[src/rtl/rf_wb_scheduler_pkg.sv]
// Shared register-file definitions used by the writeback scheduler and its arbiter.
package rf_wb_scheduler_pkg;

  localparam int unsigned XLEN          = 32;
  localparam int unsigned RF_ADDR_WIDTH = 5;
  localparam int unsigned REG_NUM       = 32'(1) << RF_ADDR_WIDTH;

  localparam logic [RF_ADDR_WIDTH-1:0] X0       = '0;
  localparam logic [XLEN-1:0]          ZEROWORD = '0;
  localparam logic                     ENABLE   = 1'b1;

endpackage

[src/rtl/rf_wb_scheduler_rr_arbiter.sv]
// Round-robin arbiter: one-hot combinational grant, pointer advances past the winner.
module rf_wb_scheduler_rr_arbiter #(
  parameter int unsigned NUM_SRC = 3,
  localparam int unsigned PW = $clog2(NUM_SRC)
) (
  input  logic               clk,
  input  logic               rst_n,
  input  logic [NUM_SRC-1:0] req,
  output logic [NUM_SRC-1:0] gnt_c
);

  logic [PW-1:0] r_ptr;
  logic [PW-1:0] w_idx;
  logic [PW-1:0] w_probe;
  logic          w_any;

  // First requester at or after the pointer, wrapping modulo NUM_SRC.
  always_comb begin
    gnt_c   = '0;
    w_idx   = r_ptr;
    w_probe = '0;
    w_any   = 1'b0;
    for (int k = 0; k < int'(NUM_SRC); k++) begin
      w_probe = PW'((int'(r_ptr) + k) % int'(NUM_SRC));
      if (!w_any && req[w_probe]) begin
        gnt_c[w_probe] = 1'b1;
        w_idx          = w_probe;
        w_any          = 1'b1;
      end
    end
  end

  always_ff @(posedge clk) begin
    if (!rst_n) begin
      r_ptr <= '0;
    end else if (w_any) begin
      r_ptr <= (32'(w_idx) == NUM_SRC - 1) ? '0 : PW'(32'(w_idx) + 32'd1);
    end
  end

endmodule

[src/rtl/rf_wb_scheduler.sv]
// Register-file write-port owner: arbitrates writeback sources onto one registered
// write stage and keeps the per-GPR busy scoreboard used by decode for hazard checks.
module rf_wb_scheduler #(
  parameter int unsigned XLEN          = rf_wb_scheduler_pkg::XLEN,
  parameter int unsigned RF_ADDR_WIDTH = rf_wb_scheduler_pkg::RF_ADDR_WIDTH,
  parameter int unsigned NUM_SRC       = 3
) (
  input  logic                             clk,
  input  logic                             rst_n,
  input  logic [NUM_SRC-1:0]               wb_valid,
  output logic [NUM_SRC-1:0]               wb_ready,
  input  logic [NUM_SRC*RF_ADDR_WIDTH-1:0] wb_addr,
  input  logic [NUM_SRC*XLEN-1:0]          wb_data,
  output logic                             rf_wen,
  output logic [RF_ADDR_WIDTH-1:0]         rf_waddr,
  output logic [XLEN-1:0]                  rf_wdata,
  input  logic                             iss_valid,
  input  logic [RF_ADDR_WIDTH-1:0]         iss_rd,
  output logic                             iss_ready,
  input  logic [RF_ADDR_WIDTH-1:0]         chk_rs1,
  input  logic [RF_ADDR_WIDTH-1:0]         chk_rs2,
  output logic                             rs1_busy,
  output logic                             rs2_busy,
  output logic                             sb_err
);

  import rf_wb_scheduler_pkg::*;

  localparam int unsigned AW = RF_ADDR_WIDTH;

  logic [NUM_SRC-1:0] w_req;
  logic [NUM_SRC-1:0] w_gnt;
  logic               w_xfer;
  logic [AW-1:0]      w_sel_addr;
  logic [XLEN-1:0]    w_sel_data;
  logic               w_set;

  logic               r_wen;
  logic [AW-1:0]      r_waddr;
  logic [XLEN-1:0]    r_wdata;
  logic [REG_NUM-1:0] r_busy;
  logic               r_sb_err;

  // No grants while reset is asserted so in-flight handshakes are dropped.
  assign w_req = wb_valid & {NUM_SRC{rst_n}};

  rf_wb_scheduler_rr_arbiter #(
    .NUM_SRC (NUM_SRC)
  ) u_arb (
    .clk   (clk),
    .rst_n (rst_n),
    .req   (w_req),
    .gnt_c (w_gnt)
  );

  assign wb_ready = w_gnt;
  assign w_xfer   = |w_gnt;

  always_comb begin
    w_sel_addr = '0;
    w_sel_data = '0;
    for (int i = 0; i < int'(NUM_SRC); i++) begin
      if (w_gnt[i]) begin
        w_sel_addr = wb_addr[i*AW +: AW];
        w_sel_data = wb_data[i*XLEN +: XLEN];
      end
    end
  end

  // Writes to x0 are consumed but never reach the regfile.
  always_ff @(posedge clk) begin
    if (!rst_n) begin
      r_wen   <= 1'b0;
      r_waddr <= X0;
      r_wdata <= XLEN'(ZEROWORD);
    end else begin
      r_wen <= w_xfer && (w_sel_addr != X0) ? ENABLE : 1'b0;
      if (w_xfer) begin
        r_waddr <= w_sel_addr;
        r_wdata <= w_sel_data;
      end
    end
  end

  // A register being written this cycle is already free for issue and operand reads.
  assign iss_ready = (iss_rd == X0) | ~r_busy[iss_rd] | (r_wen & (r_waddr == iss_rd));
  assign rs1_busy  = (chk_rs1 != X0) & r_busy[chk_rs1] & ~(r_wen & (r_waddr == chk_rs1));
  assign rs2_busy  = (chk_rs2 != X0) & r_busy[chk_rs2] & ~(r_wen & (r_waddr == chk_rs2));
  assign w_set     = iss_valid & iss_ready & (iss_rd != X0);

  // Set is applied after clear so a same-cycle issue to the written register wins.
  always_ff @(posedge clk) begin
    if (!rst_n) begin
      r_busy   <= '0;
      r_sb_err <= 1'b0;
    end else begin
      if (r_wen) begin
        r_busy[r_waddr] <= 1'b0;
      end
      if (w_set) begin
        r_busy[iss_rd] <= 1'b1;
      end
      r_busy[0] <= 1'b0;
      if (r_wen && !r_busy[r_waddr] && (r_waddr != X0)) begin
        r_sb_err <= 1'b1;
      end
    end
  end

  assign rf_wen   = r_wen;
  assign rf_waddr = r_waddr;
  assign rf_wdata = r_wdata;
  assign sb_err   = r_sb_err;

endmodule

[config.mk]
export PLATFORM = sky130hd
export DESIGN_NAME = rf_wb_scheduler
export DESIGN_NICKNAME = d
export VERILOG_FILES = /design/src/rtl/rf_wb_scheduler_pkg.sv /design/src/rtl/rf_wb_scheduler_rr_arbiter.sv /design/src/rtl/rf_wb_scheduler.sv
export SDC_FILE = /design/constraint.sdc
export NUM_CORES = 1
export LEC_CHECK = 0
export CORE_ASPECT_RATIO = 0.9
export CORE_MARGIN = 3
export CORE_UTILIZATION = 49
export DETAILED_ROUTE_END_ITERATION = 10
export GPL_TIMING_DRIVEN = 0
export PLACE_DENSITY = 0.83
export SYNTH_ARGS = -nofsm -noshare
export SYNTH_HDL_FRONTEND = slang
export SYNTH_SLANG_ARGS = --single-unit
[constraint.sdc]
create_clock -name clk -period 13.1 [get_ports clk]
set_clock_uncertainty 0.15 [all_clocks]
set_input_delay 3.93 -clock clk [delete_from_list [all_inputs] [get_ports clk]]
set_output_delay 3.93 -clock clk [all_outputs]
set_load 0.05 [all_outputs]
[Word-level counts from Yosys, hierarchy flattened]
Cells that the tools add are included.
Operators by class
  add/subtract/negate cells: 3
  divide/modulo/power cells: 3
  $lt $le $gt $ge: 12
  equality and inequality tests: 4
  mux-type cells: 44
  bitwise logic cells: 20
  reduce and logical (&&, ||, !) cells: 20
Operator list (count)
  32-bit 2-to-1 mux: 6
  32-bit by 3-bit modulo with 32-bit output (second input constant): 2
  32-bit AND: 1
  3-bit by 3-bit modulo with 32-bit output (second input constant): 1
  32-bit NOT: 1
  32-bit OR: 1
  5-bit nonzero test: 5
  5-bit by 6-bit < comparator with 1-bit output (second input constant): 4
  1-bit binary-select mux with 5-bit select: 4
  1-bit 2-to-1 mux: 16
  5-bit equality test: 3
  5-bit 2-to-1 mux: 3
  1-bit demux with 5-bit select: 2
  5-bit by 1-bit greater-or-equal comparator with 1-bit output (second input constant): 2
  1-bit logical AND: 10
  1-bit AND: 9
  2-bit by 3-bit < comparator with 1-bit output (second input constant): 3
  3-bit 2-to-1 mux: 3
  2-bit 2-to-1 mux: 4
  1-bit binary-select mux with 2-bit select: 3
  1-bit demux with 2-bit select: 3
  2-bit by 1-bit greater-or-equal comparator with 1-bit output (second input constant): 3
  3-bit OR: 2
  5-bit zero test: 1
  other kinds (9): 14
Word-level totals
  register bits after elaboration: 73
  bits of input ports: 132
  output and inout bits: 45

[Depth between registers and ports, before layout]
Gate-level depths: netlist (run 1).
  word-level depth: 16
  depth in mapped cells: 13
  gate-level depth less buffers: 10

[Hierarchy]
Synthesis (run 1) repeated with hierarchy kept, for this count alone.
Unflattened totals
  cell total of the unflattened synthesis: 583
  area, all modules: 5220.0 sq um
By module, submodules not included
  rf_wb_scheduler: instances 1, cells each 533, area each 4809.6 sq um, seq. area each 1401.3 sq um
  rf_wb_scheduler_rr_arbiter: instances 1, cells each 50, area each 410.4 sq um, seq. area each 40.0 sq um

[Worst setup path before layout (run 1)]
OpenSTA, ideal clock, no wires.
  kind: input -> output
  from: in chk_rs2[0]
  to: out rs2_busy
  arrival time: 5.774 ns
  data required time: 9.020 ns
  path slack: 3.246 ns
  cell stages on the path: 5
  buffers on the path: 1
  cell sequence: clkbuf_1 -> mux4_2 -> mux4_2 -> mux2i_1 -> a31oi_1
Between the ends
  cells in the longest elaborated chain, start to end: 4
  elaborated cells between the ends (all ways): 8
RTL lines
  from (decl): RTL line rf_wb_scheduler.sv:21  | input logic [RF_ADDR_WIDTH-1:0] chk_rs2,
  1-bit binary-select mux with 5-bit select / 5-bit equality test (equally long branches): RTL line rf_wb_scheduler.sv:88  | assign rs2_busy = (chk_rs2 != X0) & r_busy[chk_rs2] & ~(r_wen & (r_waddr == chk_rs2));
  1-bit 2-to-1 mux (implied by the code) / 1-bit AND (equally long branches): RTL line rf_wb_scheduler.sv:88
  1-bit AND / 1-bit NOT (equally long branches): RTL line rf_wb_scheduler.sv:88
  1-bit AND (*): RTL line rf_wb_scheduler.sv:88
  to (decl): RTL line rf_wb_scheduler.sv:23  | output logic rs2_busy,
Mark *: on every way between the ends. The rest lies on a longest branch, timed or not. The select of a mux whose other input is x is not followed.

[Worst setup path after layout (run 1)]
  from: in wb_valid[2]
  to: out wb_ready[2]
Between the ends
  cells in the longest elaborated chain, start to end: 10
  elaborated cells between the ends (all ways): 18
RTL lines
  from (decl): RTL line rf_wb_scheduler.sv:10  | input logic [NUM_SRC-1:0] wb_valid,
  3-bit AND (*): RTL line rf_wb_scheduler.sv:45  | assign w_req = wb_valid & {NUM_SRC{rst_n}};
  1-bit binary-select mux with 2-bit select: RTL line rf_wb_scheduler_rr_arbiter.sv:25  | if (!w_any && req[w_probe]) begin
  1-bit 2-to-1 mux (implied by the code): RTL line rf_wb_scheduler_rr_arbiter.sv:25
  1-bit 2-to-1 mux: RTL line rf_wb_scheduler_rr_arbiter.sv:25
  1-bit zero test: RTL line rf_wb_scheduler_rr_arbiter.sv:25
  1-bit logical AND: RTL line rf_wb_scheduler_rr_arbiter.sv:25
  1-bit 2-to-1 mux: RTL line rf_wb_scheduler_rr_arbiter.sv:25
  1-bit zero test: RTL line rf_wb_scheduler_rr_arbiter.sv:25
  1-bit logical AND: RTL line rf_wb_scheduler_rr_arbiter.sv:25
  3-bit 2-to-1 mux (*): RTL line rf_wb_scheduler_rr_arbiter.sv:25
  to (decl): RTL line rf_wb_scheduler.sv:11  | output logic [NUM_SRC-1:0] wb_ready,
Marked as above.

==> results of run 1 <==
## per-stage QoR
stage               total power (W)  worst slack [ns]   util
floorplan                  0.000494              3.25      -
global placement           0.000628              1.92  0.707
detailed placement         0.000634              1.92  0.707
CTS                        0.000837              1.91  0.732
global route               0.000873              1.70  0.732
finish                     0.000838              1.88  0.732
## power by group through the flow
| stage | registers, W | logic, W | clock network [W] |
|---|---|---|---|
| 6_report | 0.000268 | 0.000366 | 0.000204 |
| 5_1_grt | 0.000271 | 0.000386 | 0.000216 |
| 4_1_cts | 0.000268 | 0.000363 | 0.000206 |
| 3_5_place_dp | 0.000272 | 0.000361 | 0 |
| 3_3_place_gp | 0.000271 | 0.000357 | 0 |
| 2_1_floorplan | 0.000366 | 0.000129 | 0 |
## how the worst min path moves through the flow
stage | depth (start not counted) | startpoint | to | slack [ns]
2_1_floorplan | 2 | u_arb.r_ptr[0] | u_arb.r_ptr[0] | 0.33
3_3_place_gp | 2 | sb_err | sb_err | 0.30
3_5_place_dp | 2 | rf_wdata[12] | rf_wdata[12] | 0.31
4_1_cts | 2 | rf_wdata[3] | rf_wdata[3] | 0.33
5_1_grt | 2 | rf_wdata[24] | rf_wdata[24] | 0.35
6_report | 2 | rf_wdata[8] | rf_wdata[8] | 0.33
## per-layer routing
layer  up-vias  share of wire  track usage
met1      2427           0.38        0.436
li1       2324              -            -
met4         0          0.031       0.0949
met3        52           0.13        0.106
met5         -              0            0
met2       360           0.45        0.500
## tightest hold or removal path: stages (launching register included)
cell                       delay, ns
sky130_fd_sc_hd__dfxtp_1        0.33
sky130_fd_sc_hd__nand2_1        0.05
sky130_fd_sc_hd__o211ai_1       0.06
## final cells by class
cell class / instances / area (µm²)
inverter: 14 / 53.8
fill: 704 / 2480
multi-input combinational: 381 / 3000
sequential: 72 / 1440
buffer: 48 / 230
timing repair buffer: 166 / 1660
clock inverter: 7 / 103
clock buffer: 9 / 124
tap: 122 / 153
## logic make-up after synthesis
kind of cell    share of synthesized area
compound gates                      0.254
simple gates                        0.154
flops                               0.305
buf+inv                            0.0601
mux                                 0.189
xor+xnor                           0.0278
fa+ha+maj                          0.0106
## sequential cells by signal (all words and copies together) (netlist names)
| name | flops |
|---|---|
| u_arb.r_ptr | 2 |
| rf_wdata | 32 |
| sb_err | 1 |
| rf_waddr | 5 |
| r_busy | 31 |
| rf_wen | 1 |
## cells in the final DEF (no fill, tap or decap), types with 3 or more instances in the layout
cell	instances
sky130_fd_sc_hd__o211ai_1	65
sky130_fd_sc_hd__clkbuf_1	29
sky130_fd_sc_hd__mux2_2	3
sky130_fd_sc_hd__nor2b_1	3
sky130_fd_sc_hd__inv_1	11
sky130_fd_sc_hd__dfxtp_1	72
sky130_fd_sc_hd__xnor2_1	3
sky130_fd_sc_hd__clkdlybuf4s50_1	166
sky130_fd_sc_hd__or3b_2	3
sky130_fd_sc_hd__nand2b_1	6
sky130_fd_sc_hd__a21oi_1	8
sky130_fd_sc_hd__nand3_1	12
sky130_fd_sc_hd__nand4_1	3
sky130_fd_sc_hd__ha_1	4
sky130_fd_sc_hd__and3_1	4
sky130_fd_sc_hd__o21ai_0	36
sky130_fd_sc_hd__nor4_1	3
sky130_fd_sc_hd__mux2i_1	7
sky130_fd_sc_hd__nand2_1	81
sky130_fd_sc_hd__xor2_1	12
sky130_fd_sc_hd__clkbuf_8	9
sky130_fd_sc_hd__mux4_2	32
sky130_fd_sc_hd__o2bb2ai_1	3
sky130_fd_sc_hd__a31oi_1	3
sky130_fd_sc_hd__buf_6	5
sky130_fd_sc_hd__buf_2	10
sky130_fd_sc_hd__nor2_1	8
sky130_fd_sc_hd__nand3b_1	8
sky130_fd_sc_hd__buf_1	4
sky130_fd_sc_hd__a21o_1	3
sky130_fd_sc_hd__a22oi_1	34
==> results.txt, run 1 <==
----------------------------------------------------
[Outcome]
  Status ... finished, final reports clean

[Hold path]
  Kind of path behind the tightest hold check ... flip-flop to flip-flop

[Yosys]
  Largest cells by area after synthesis ... sky130_fd_sc_hd__dfxtp_1 30%, sky130_fd_sc_hd__mux4_2 15%, sky130_fd_sc_hd__o211ai_1 10%
  Cell type contributing the most total cell area after synthesis ... sky130_fd_sc_hd__dfxtp_1
  Distinct cell type count of the synthesized netlist ... 60
  Proportion of synthesized flip-flops having asynchronous set or reset ... 0
  Number of cells produced by synthesis ... 515
  Post-Synthesis Cell Area ... 4730 µm²
  Number of storage elements in the synthesis netlist ... 72
  Fraction of post-synthesis cell area in the top cell type by area ... 0.305
  Portion of the post-synthesis area used by sequential elements ... 0.305
  Most repeated cell in the gate-level netlist after synthesis ... sky130_fd_sc_hd__nand2_1
  Synthesized net count ... 651
  Mean Syn Cell Area ... 9.18 µm²
  Leading post-synthesis cells by instance count ... 81 x sky130_fd_sc_hd__nand2_1, 72 x sky130_fd_sc_hd__dfxtp_1, 65 x sky130_fd_sc_hd__o211ai_1
  Yosys warning count ... 0
  Number of flops mapped to enable cells by yosys ... 0
  Top_reg_cell synth ... sky130_fd_sc_hd__dfxtp_1

[Pwr]
  Power Density ... 124 nW/µm²
  Switching power as a share of total power ... 0.405
  Combinational power share ... 0.437
  Internal power of the cells ... 0.000498 W
  Flop pwr share ... 0.320
  Maximum ir drop on the vdd rail ... 0.0000695 V
  Clock network fraction of total power ... 0.244
  Switching power ... 0.000340 W
  Static power due to leakage ... 2.40 nW

[Placement]
  Number of cells in the design after placement ... 803
  Weighted congestion at the end of routability-driven global placement ... 0.954
  DP Wirelength ... 13300 µm
  Port Buffers ... 166
  Area after DPL ... 6540 µm²

[Routing]
  Violation count after the first detailed-route iteration ... 578
  Number of vias per cell ... 6.30
  Vias after detailed routing ... 5163
  DRT antenna net count ... 0
  DRT Pass-1 Iters ... 5
  Final routed wirelength across all metal layers ... 17100 µm
  Drt wl/cell ... 20.9 µm
  Number of remaining DRC errors ... 0

[STA]
  FMAX ... 0.0892 GHz
  Endpoints failing setup ... 0
  Max-slew violation count ... 0
  Fin. Hold Viols ... 0
  Final Cycle Share ... 0.856
  Final worst hold slack ... 0.326 ns
  Final critical-path required period ... 11.22 ns
  Worst Tran Pin Value ... 0.781 ns
  Max-slew headroom at the worst pin ... 0.479
  Unrepaired setup endpoints after global routing ... no
  Final total negative setup slack ... 0 ns

[Floorplan]
  Count of standard-cell rows ... 33
  Core ar. ... 9250 µm²
  Die area ... 10900 µm²
  Initial standard-cell utilization of the core ... 0.511
  Die X-Extent ... 110 µm
  Chip Height ... 99.2 µm
  I/O pin count ... 177

[Critical path]
  Family with the most delay on the worst path ... buffers and inverters
  Worst r2r path cells ... 12
  Worst Path Required ... 9.02 ns
  Chain of cells forming the critical path ... clkdlybuf4s50_1, mux2_2, o2bb2ai_1, a2bb2oi_1, or3_1, buf_2, inv_2, clkbuf_1, buf_2, clkdlybuf4s50_1
  Slowest cell on the critical path ... sky130_fd_sc_hd__clkdlybuf4s50_1
  Highest net fanout along the worst path ... 10
  Kind of capture point of the worst setup path ... output pin
  Instance count on the critical path ... 10
  End of the worst register-to-register path ... rf_wen
  Worst reg2reg setup slack ... 9.74 ns
  Critical path capture point ... wb_ready[2]
  Crit path launch ... wb_valid[2]
  Critical path buffer and inverter count ... 6
  Kind of launch point of the worst setup path ... input pin
  Worst path arrival time ... 7.14 ns
  CP peak stage delay ... 0.84 ns
  Reg-to-Reg Start ... u_arb.r_ptr[1]
  Worst setup path class ... input pin to output pin

[GRT]
  GRT Resource Usage Total ... 0.324
  Remaining Overflow, GRT ... 0
  Initial antenna violation count ... 0
  Number of global-route vias before repair ... 5205
  Maximum number of pins on one net before global-route repair ... 15
  Wire length of the first global-routing pass ... 27200 µm

[Clock tree]
  Maximum level of the CTS H-tree ... 3
  Count of hold buffers inserted by post-cts repair ... 0
  Clock transition at the register clock pins on the worst setup and hold paths after CTS ... 0.08 ns
  Post-CTS Setup Inserts ... 0
  TritonCTS buffer count ... 9
  Clock root buffer ... sky130_fd_sc_hd__clkbuf_8
  CTS tree ... yes
  Count of cells resized by post-cts repair ... 0
  Clock latency at the later pin of the worst-skew pair ... 0.36 ns
  CTS Buffer Depth ... 2
  Clock sink count ... 72

[Finish]
  Final non-filler cell total ... 819
  Fraction of layout cells with a size suffix above 1 ... 0.118
  Summed area of non-filler cells in the final layout ... 6770 µm²
  Final #Nets ... 828
  Count of antenna diodes in the layout ... 0
  Layout-stage area growth over the synthesis result ... 43.2%

[Run]
  Count of maximum capacitance violations ... 0

----------------------------------------------------
No activity file was read; power rests on OpenSTA's default activity.
==> inputs of run 2 (changes only) <==
--- a/config.mk
+++ b/config.mk
@@ -9,7 +9,6 @@
 export CORE_MARGIN = 3
 export CORE_UTILIZATION = 49
 export DETAILED_ROUTE_END_ITERATION = 10
-export GPL_TIMING_DRIVEN = 0
 export PLACE_DENSITY = 0.83
 export SYNTH_ARGS = -nofsm -noshare
 export SYNTH_HDL_FRONTEND = slang
==> run 2 against run 1 <==
Global-route usage down 2.4 points; combinational power fell by 4%; die area is the same; non-clock buffer count down 30; flip-flop and latch count did not move; critical path depth shrank 3; routed wire length shrank 5.2%; hold slack worse by 0.0036 ns; total power shrank 3.6%; clock power shrank 11%; utilization fell by 0.99 points; sequential power rose by 3%; critical path type unchanged; largest power group unchanged.
==> results.txt, run 2 (synthesis gave the netlist of run 1 again) <==
----------------------------------------------------
[Outcome]
  Status ... finished, final reports clean

[GRT]
  Maximum number of pins on one net before global-route repair ... 72 (+57)
  Number of global-route vias before repair ... 4751 (-8.7%)
  GRT Resource Usage Total ... 0.301 (-0.0236)
  Remaining Overflow, GRT ... 0 (unchanged)
  Initial antenna violation count ... 0 (unchanged)
  Wire length of the first global-routing pass ... 25400 µm (-6.5%)

[Clock tree]
  Clock transition at the register clock pins on the worst setup and hold paths after CTS ... 0.08 ns (about the same)
  Count of hold buffers inserted by post-cts repair ... 0 (unchanged)
  Maximum level of the CTS H-tree ... 3 (unchanged)
  Clock root buffer ... sky130_fd_sc_hd__clkbuf_8
  Post-CTS Setup Inserts ... 0 (unchanged)
  Clock sink count ... 72 (unchanged)
  Clock latency at the later pin of the worst-skew pair ... 0.35 ns (about the same)
  Count of cells resized by post-cts repair ... 0 (unchanged)
  CTS Buffer Depth ... 2 (unchanged)
  CTS tree ... yes
  TritonCTS buffer count ... 9 (unchanged)

[Routing]
  DRT antenna net count ... 0 (unchanged)
  Vias after detailed routing ... 4933 (-4.5%)
  Violation count after the first detailed-route iteration ... 490 (-15%)
  Final routed wirelength across all metal layers ... 16200 µm (-5.2%)
  Number of remaining DRC errors ... 0 (unchanged)
  DRT Pass-1 Iters ... 5 (unchanged)
  Drt wl/cell ... 20.6 µm (-1.6%)
  Number of vias per cell ... 6.25 (-0.82%)

[Finish]
  Most common cell after layout, fill and taps aside ... sky130_fd_sc_hd__clkdlybuf4s50_1
  Fin util ... 0.722 (-0.00987)
  Layout-stage area growth over the synthesis result ... 41.2%
  Count of antenna diodes in the layout ... 0 (unchanged)
  Number of fillers in the final layout ... 713 (+1.3%)
  Final non-filler cell total ... 789 (-3.7%)
  Final #Nets ... 798 (-3.6%)
  Most frequent cells in the layout ... 176 x sky130_fd_sc_hd__clkdlybuf4s50_1, 81 x sky130_fd_sc_hd__nand2_1, 72 x sky130_fd_sc_hd__dfxtp_1
  Max FFs per register ... 32 (unchanged)
  Fraction of layout cells with a size suffix above 1 ... 0.114 (-0.00370)

[Critical path]
  Worst Path Required ... 9.02 ns (about the same)
  Kind of capture point of the worst setup path ... output pin
  Slowest cell on the critical path ... sky130_fd_sc_hd__clkdlybuf4s50_1
  Highest net fanout along the worst path ... 13 (+3)
  Worst setup path class ... input pin to output pin
  Kind of launch point of the worst setup path ... input pin
  Crit path launch ... iss_rd[0]
  Worst r2r path cells ... 12 (unchanged)
  Chain of cells forming the critical path ... clkdlybuf4s50_1, mux4_1, mux4_2, nand2b_1, o211a_1, inv_2, clkdlybuf4s50_1
  Worst path most repeated cell ... sky130_fd_sc_hd__clkdlybuf4s50_1
  CP peak stage delay ... 0.93 ns (+0.09 ns)
  Worst reg2reg setup slack ... 9.26 ns (-0.48 ns)
  Worst path arrival time ... 7.18 ns (+0.04 ns)
  Reg-to-Reg Start ... u_arb.r_ptr[1]
  End of the worst register-to-register path ... rf_wdata[27]

[STA]
  Unrepaired setup endpoints after global routing ... no
  Fin. Hold Viols ... 0 (unchanged)
  Max-slew headroom at the worst pin ... 0.485 (+0.00621)
  Post-route setup slack ... 1.84 ns (-0.0475 ns)
  Final total negative setup slack ... 0 ns (unchanged)
  Endpoints failing setup ... 0 (unchanged)
  Final critical-path required period ... 11.26 ns (+0.0475 ns)
  Final worst hold slack ... 0.322 ns (-0.00355 ns)
  Worst Tran Pin Value ... 0.771 ns (-0.0104 ns)
  Final Cycle Share ... 0.860 (+0.00362)
  Max-slew violation count ... 0 (unchanged)
  FMAX ... 0.0888 GHz (-0.42%)

[Pwr]
  Flop pwr share ... 0.342 (+0.022)
  Internal power of the cells ... 0.000476 W (-4.4%)
  Power Density ... 121 nW/µm² (-2.3%)
  Switching power ... 0.000331 W (-2.6%)
  Maximum ir drop on the vdd rail ... 0.0000970 V (+40%)
  Static power due to leakage ... 2.35 nW (-1.8%)
  Switching power as a share of total power ... 0.410 (+0.00449)
  Clock network fraction of total power ... 0.224 (-0.020)
  Combinational power share ... 0.435 (-0.002)

[Hold path]
  Start point of the worst min-delay path ... sb_err
  Kind of path behind the tightest hold check ... flip-flop to flip-flop
  Hold-critical path depth ... 2 (unchanged)
  Endpoint with the worst hold slack ... sb_err

[Placement]
  Weighted congestion at the end of routability-driven global placement ... 1.03 (+8.2%)
  DP Wirelength ... 12500 µm (-6.2%)
  Number of cells in the design after placement ... 773 (-3.7%)
  Port Buffers ... 176 (+6.0%)
  Setup slack at placement ... 1.82 ns (-0.0987 ns)

[Floorplan]
  I/O pin count ... 177 (unchanged)
  Die area ... 10900 µm² (unchanged)
  Count of standard-cell rows ... 33 (unchanged)
  Core ar. ... 9250 µm² (unchanged)
  Die X-Extent ... 110 µm (unchanged)
  Chip Height ... 99.2 µm (unchanged)
  Initial standard-cell utilization of the core ... 0.511 (unchanged)

[Run]
  Count of maximum capacitance violations ... 0 (unchanged)

----------------------------------------------------
[run 2: cell count changes in the layout (fill, tap and decap cells not counted)]
cell	change
sky130_fd_sc_hd__buf_6	-5
sky130_fd_sc_hd__buf_2	-10
sky130_fd_sc_hd__clkdlybuf4s50_1	+10
sky130_fd_sc_hd__buf_1	-4
sky130_fd_sc_hd__nor2_1	-1
sky130_fd_sc_hd__bufinv_16	-1
sky130_fd_sc_hd__clkinv_4	+1
sky130_fd_sc_hd__inv_8	-1
sky130_fd_sc_hd__inv_6	+1
sky130_fd_sc_hd__nor2_2	+1
sky130_fd_sc_hd__buf_4	+8
sky130_fd_sc_hd__clkbuf_1	-29
[run 2: layout make-up]
type	instances	area [µm²]	area share
clock buffers	9	124	0.0185
clock inverters	7	78.8	0.0118
inverters	14	53.8	0.00806
multi-input cells	381	3010	0.450
flip-flops and latches	72	1440	0.216
well taps	122	153	0.0229
repair buffers	184	1820	0.273
[run 2: metrics by stage]
step	instance area (µm²)	power (W)
after floorplan	4730	0.000494
final	6680	0.000807
after CTS	6680	0.000808
after global routing	6680	0.000841
after global placement	6470	0.000623
after detailed placement	6470	0.000628
[run 2: worst max-delay path, delay by kind of cell]
| family | cells | cell delay [ns] |
|---|---|---|
| AOI/OAI and AO/OA | 1 | 0.17 |
| muxes | 2 | 1.10 |
| and+or+nand+nor | 1 | 0.15 |
| buffers and inverters | 3 | 1.82 |
[run 2: how the worst max path moves through the flow]
| stage | endpoint | cells past startpoint |
|---|---|---|
| after detailed placement | iss_ready | 7 |
| after CTS | iss_ready | 7 |
| final | iss_ready | 7 |
| after global routing | iss_ready | 7 |
| after floorplan | rs2_busy | 5 |
| after global placement | iss_ready | 7 |
[run 2: metal layers]
metal | track usage | part of all wire | vias to the layer above
li1 | - | - | 2262
met1 | 0.401 | 0.40 | 2334
met2 | 0.473 | 0.47 | 317
met3 | 0.0973 | 0.11 | 20
met4 | 0.0748 | 0.015 | 0
met5 | 0 | 0 | -
[run 2: power by group through the flow]
| stage | Clock (W) | Combinational [W] | Sequential (W) |
|---|---|---|---|
| 2_1_floorplan | 0 | 0.000129 | 0.000366 |
| 3_3_place_gp | 0 | 0.000344 | 0.000279 |
| 3_5_place_dp | 0 | 0.000347 | 0.000281 |
| 4_1_cts | 0.000182 | 0.000350 | 0.000276 |
| 5_1_grt | 0.000192 | 0.000369 | 0.000280 |
| 6_report | 0.000181 | 0.000351 | 0.000276 |
==> inputs of run 3 (changes only) <==
--- a/config.mk
+++ b/config.mk
@@ -5,7 +5,7 @@
 export SDC_FILE = /design/constraint.sdc
 export NUM_CORES = 1
 export LEC_CHECK = 0
-export CORE_ASPECT_RATIO = 0.9
+export CORE_ASPECT_RATIO = 1.1
 export CORE_MARGIN = 3
 export CORE_UTILIZATION = 49
 export DETAILED_ROUTE_END_ITERATION = 10
==> run 3 against run 2 <==
Final area hardly changed; largest cell class unchanged; critical endpoint is now wb_ready[1]; hold slack better by 0.00058 ns; routed wire length is 3.9% higher; sequential share of layout area hardly changed.
==> results.txt, run 3 (synthesis gave the netlist of run 1 again) <==
----------------------------------------------------
[GRT]
  GRT Resource Usage Total ... 0.308 (+0.00739)
  Wire length of the first global-routing pass ... 26000 µm (+2.3%)
  Number of global-route vias before repair ... 4898 (+3.1%)
  Remaining Overflow, GRT ... 0 (unchanged)
  Initial antenna violation count ... 0 (unchanged)
  Maximum number of pins on one net before global-route repair ... 72 (unchanged)

[Floorplan]
  Initial standard-cell utilization of the core ... 0.517 (+0.00588)
  I/O pin count ... 177 (unchanged)
  Die area ... 10900 µm² (about the same)
  Chip Height ... 109 µm (+9.9%)
  Core ar. ... 9140 µm² (-1.1%)
  Count of standard-cell rows ... 36 (+9.1%)
  Die X-Extent ... 99.7 µm (-9.0%)

[Finish]
  Max FFs per register ... 32 (unchanged)
  FF/Latch Area ... 1440 µm² (unchanged)
  Layout-stage area growth over the synthesis result ... 41.3% (about the same)
  Combined area of the multi-input logic cells ... 3010 µm² (unchanged)
  Most frequent cells in the layout ... 176 x sky130_fd_sc_hd__clkdlybuf4s50_1, 81 x sky130_fd_sc_hd__nand2_1, 72 x sky130_fd_sc_hd__dfxtp_1
  Number of fillers in the final layout ... 651 (-8.7%)
  Final non-filler cell total ... 780 (-1.1%)
  Final #Nets ... 797 (-0.13%)
  Count of antenna diodes in the layout ... 0 (unchanged)
  Most common cell after layout, fill and taps aside ... sky130_fd_sc_hd__clkdlybuf4s50_1
  Fraction of layout cells with a size suffix above 1 ... 0.111 (-0.00283)

[Routing]
  Vias after detailed routing ... 4974 (+0.83%)
  DRT Pass-1 Iters ... 5 (unchanged)
  Number of vias per cell ... 6.38 (+2.0%)
  Number of remaining DRC errors ... 0 (unchanged)
  DRT antenna net count ... 0 (unchanged)
  Final routed wirelength across all metal layers ... 16900 µm (+3.9%)
  Drt wl/cell ... 21.6 µm (+5.1%)
  Violation count after the first detailed-route iteration ... 370 (-24%)

[Critical path]
  Kind of launch point of the worst setup path ... input pin
  Worst Path Required ... 9.02 ns (about the same)
  Highest net fanout along the worst path ... 41 (+28)
  Reg-to-Reg Start ... u_arb.r_ptr[0]
  Kind of capture point of the worst setup path ... output pin
  Worst r2r path cells ... 10 (-2)
  Worst reg2reg setup slack ... 8.80 ns (-0.46 ns)
  Worst setup path class ... input pin to output pin
  Crit path launch ... wb_valid[1]
  Critical path capture point ... wb_ready[1]
  End of the worst register-to-register path ... rf_wdata[28]
  Worst path arrival time ... 7.23 ns (+0.05 ns)

[Clock tree]
  Clock transition at the register clock pins on the worst setup and hold paths after CTS ... 0.07 ns (about the same)
  Clock latency at the later pin of the worst-skew pair ... 0.36 ns (about the same)
  Post-CTS Setup Inserts ... 0 (unchanged)
  Clock sink count ... 72 (unchanged)
  Count of cells resized by post-cts repair ... 0 (unchanged)
  Maximum level of the CTS H-tree ... 3 (unchanged)
  TritonCTS buffer count ... 9 (unchanged)
  CTS tree ... yes
  CTS Buffer Depth ... 2 (unchanged)
  Count of hold buffers inserted by post-cts repair ... 0 (unchanged)
  Clock root buffer ... sky130_fd_sc_hd__clkbuf_8

[Hold path]
  Kind of path behind the tightest hold check ... flip-flop to flip-flop

[Outcome]
  Status ... finished, final reports clean

[STA]
  Post-route setup slack ... 1.79 ns (-0.0515 ns)
  Final total negative setup slack ... 0 ns (unchanged)
  Final Cycle Share ... 0.864 (+0.00394)
  Final critical-path required period ... 11.31 ns (+0.0516 ns)
  Fin. Hold Viols ... 0 (unchanged)
  Unrepaired setup endpoints after global routing ... no
  FMAX ... 0.0884 GHz (-0.46%)
  Worst Tran Pin Value ... 1.23 ns (+0.459 ns)
  Endpoints failing setup ... 0 (unchanged)
  Max-slew headroom at the worst pin ... 0.179 (-0.306)
  Max-slew violation count ... 0 (unchanged)

[Run]
  Count of maximum capacitance violations ... 0 (unchanged)

[Placement]
  Number of cells in the design after placement ... 764 (-1.2%)
  Port Buffers ... 176 (unchanged)
  Weighted congestion at the end of routability-driven global placement ... 0.986 (-4.4%)
  DP Wirelength ... 12700 µm (+2.0%)
  Setup slack at placement ... 1.84 ns (+0.0141 ns)

[Pwr]
  Power Density ... 124 nW/µm² (+2.4%)
  Maximum ir drop on the vdd rail ... 0.0000781 V (-20%)
  Static power due to leakage ... 2.35 nW (-0.12%)

----------------------------------------------------
run 3: changes by cell type in the layout (fill, tap and decap cells not counted):
cell / before / now
sky130_fd_sc_hd__buf_4: 8 / 7
sky130_fd_sc_hd__bufinv_16: 1 / 2
sky130_fd_sc_hd__clkbuf_1: 0 / 1
sky130_fd_sc_hd__clkinv_2: 2 / 1
sky130_fd_sc_hd__clkinvlp_4: 0 / 1
sky130_fd_sc_hd__inv_6: 2 / 0
run 3: how the worst min path moves through the flow:
stage,start,end,slack (ns),cells past startpoint
after global placement,rf_wdata[10],rf_wdata[10],0.30,2
final,rf_wdata[8],rf_wdata[8],0.32,2
after global routing,rf_wdata[1],rf_wdata[1],0.36,2
after floorplan,u_arb.r_ptr[0],u_arb.r_ptr[0],0.33,2
after detailed placement,rf_wdata[8],rf_wdata[8],0.31,2
after CTS,rf_wdata[8],rf_wdata[8],0.33,2
run 3: layout make-up:
class	instances	area share
Timing Repair Buffer	183	0.272
Clock buffer	10	0.0191
Inverter	14	0.00806
Multi-Input combinational cell	381	0.450
Clock inverter	6	0.0141
Sequential cell	72	0.216
Tap cell	114	0.0214
run 3: metal layers:
metal  global-route usage  part of all wire  wire length [µm]  vias to the layer above
met5                    0                 0                 0                        -
met4                0.131             0.035               593                        0
met3                0.103              0.11              1930                       46
met2                0.519              0.49              8320                      316
met1                0.358              0.36              6020                     2355
li1                     -                 -                 -                     2257
run 3: worst max-delay path, cell delays in order:
cell,delay [ns]
sky130_fd_sc_hd__clkdlybuf4s50_1,0.51
sky130_fd_sc_hd__mux2_4,0.32
sky130_fd_sc_hd__a222oi_1,0.66
sky130_fd_sc_hd__and3_1,0.34
sky130_fd_sc_hd__o21ai_2,0.09
sky130_fd_sc_hd__clkinv_2,0.44
sky130_fd_sc_hd__clkdlybuf4s50_1,0.92
run 3: metrics by stage:
step           hold WS (ns)  cell area (µm²)  power [W]  utilization
2_1_floorplan         0.332             4730   0.000494            -
3_3_place_gp          0.301             6460   0.000624        0.706
3_5_place_dp          0.310             6460   0.000629        0.706
4_1_cts               0.328             6680   0.000826        0.730
5_1_grt               0.356             6680   0.000860        0.730
6_report              0.323             6680   0.000827        0.730
run 3: where the power goes:
part,switching (W),internal (W)
clock network,0.0000907,0.000108
logic,0.000217,0.000138
registers,0.0000241,0.000249
total,0.000332,0.000495
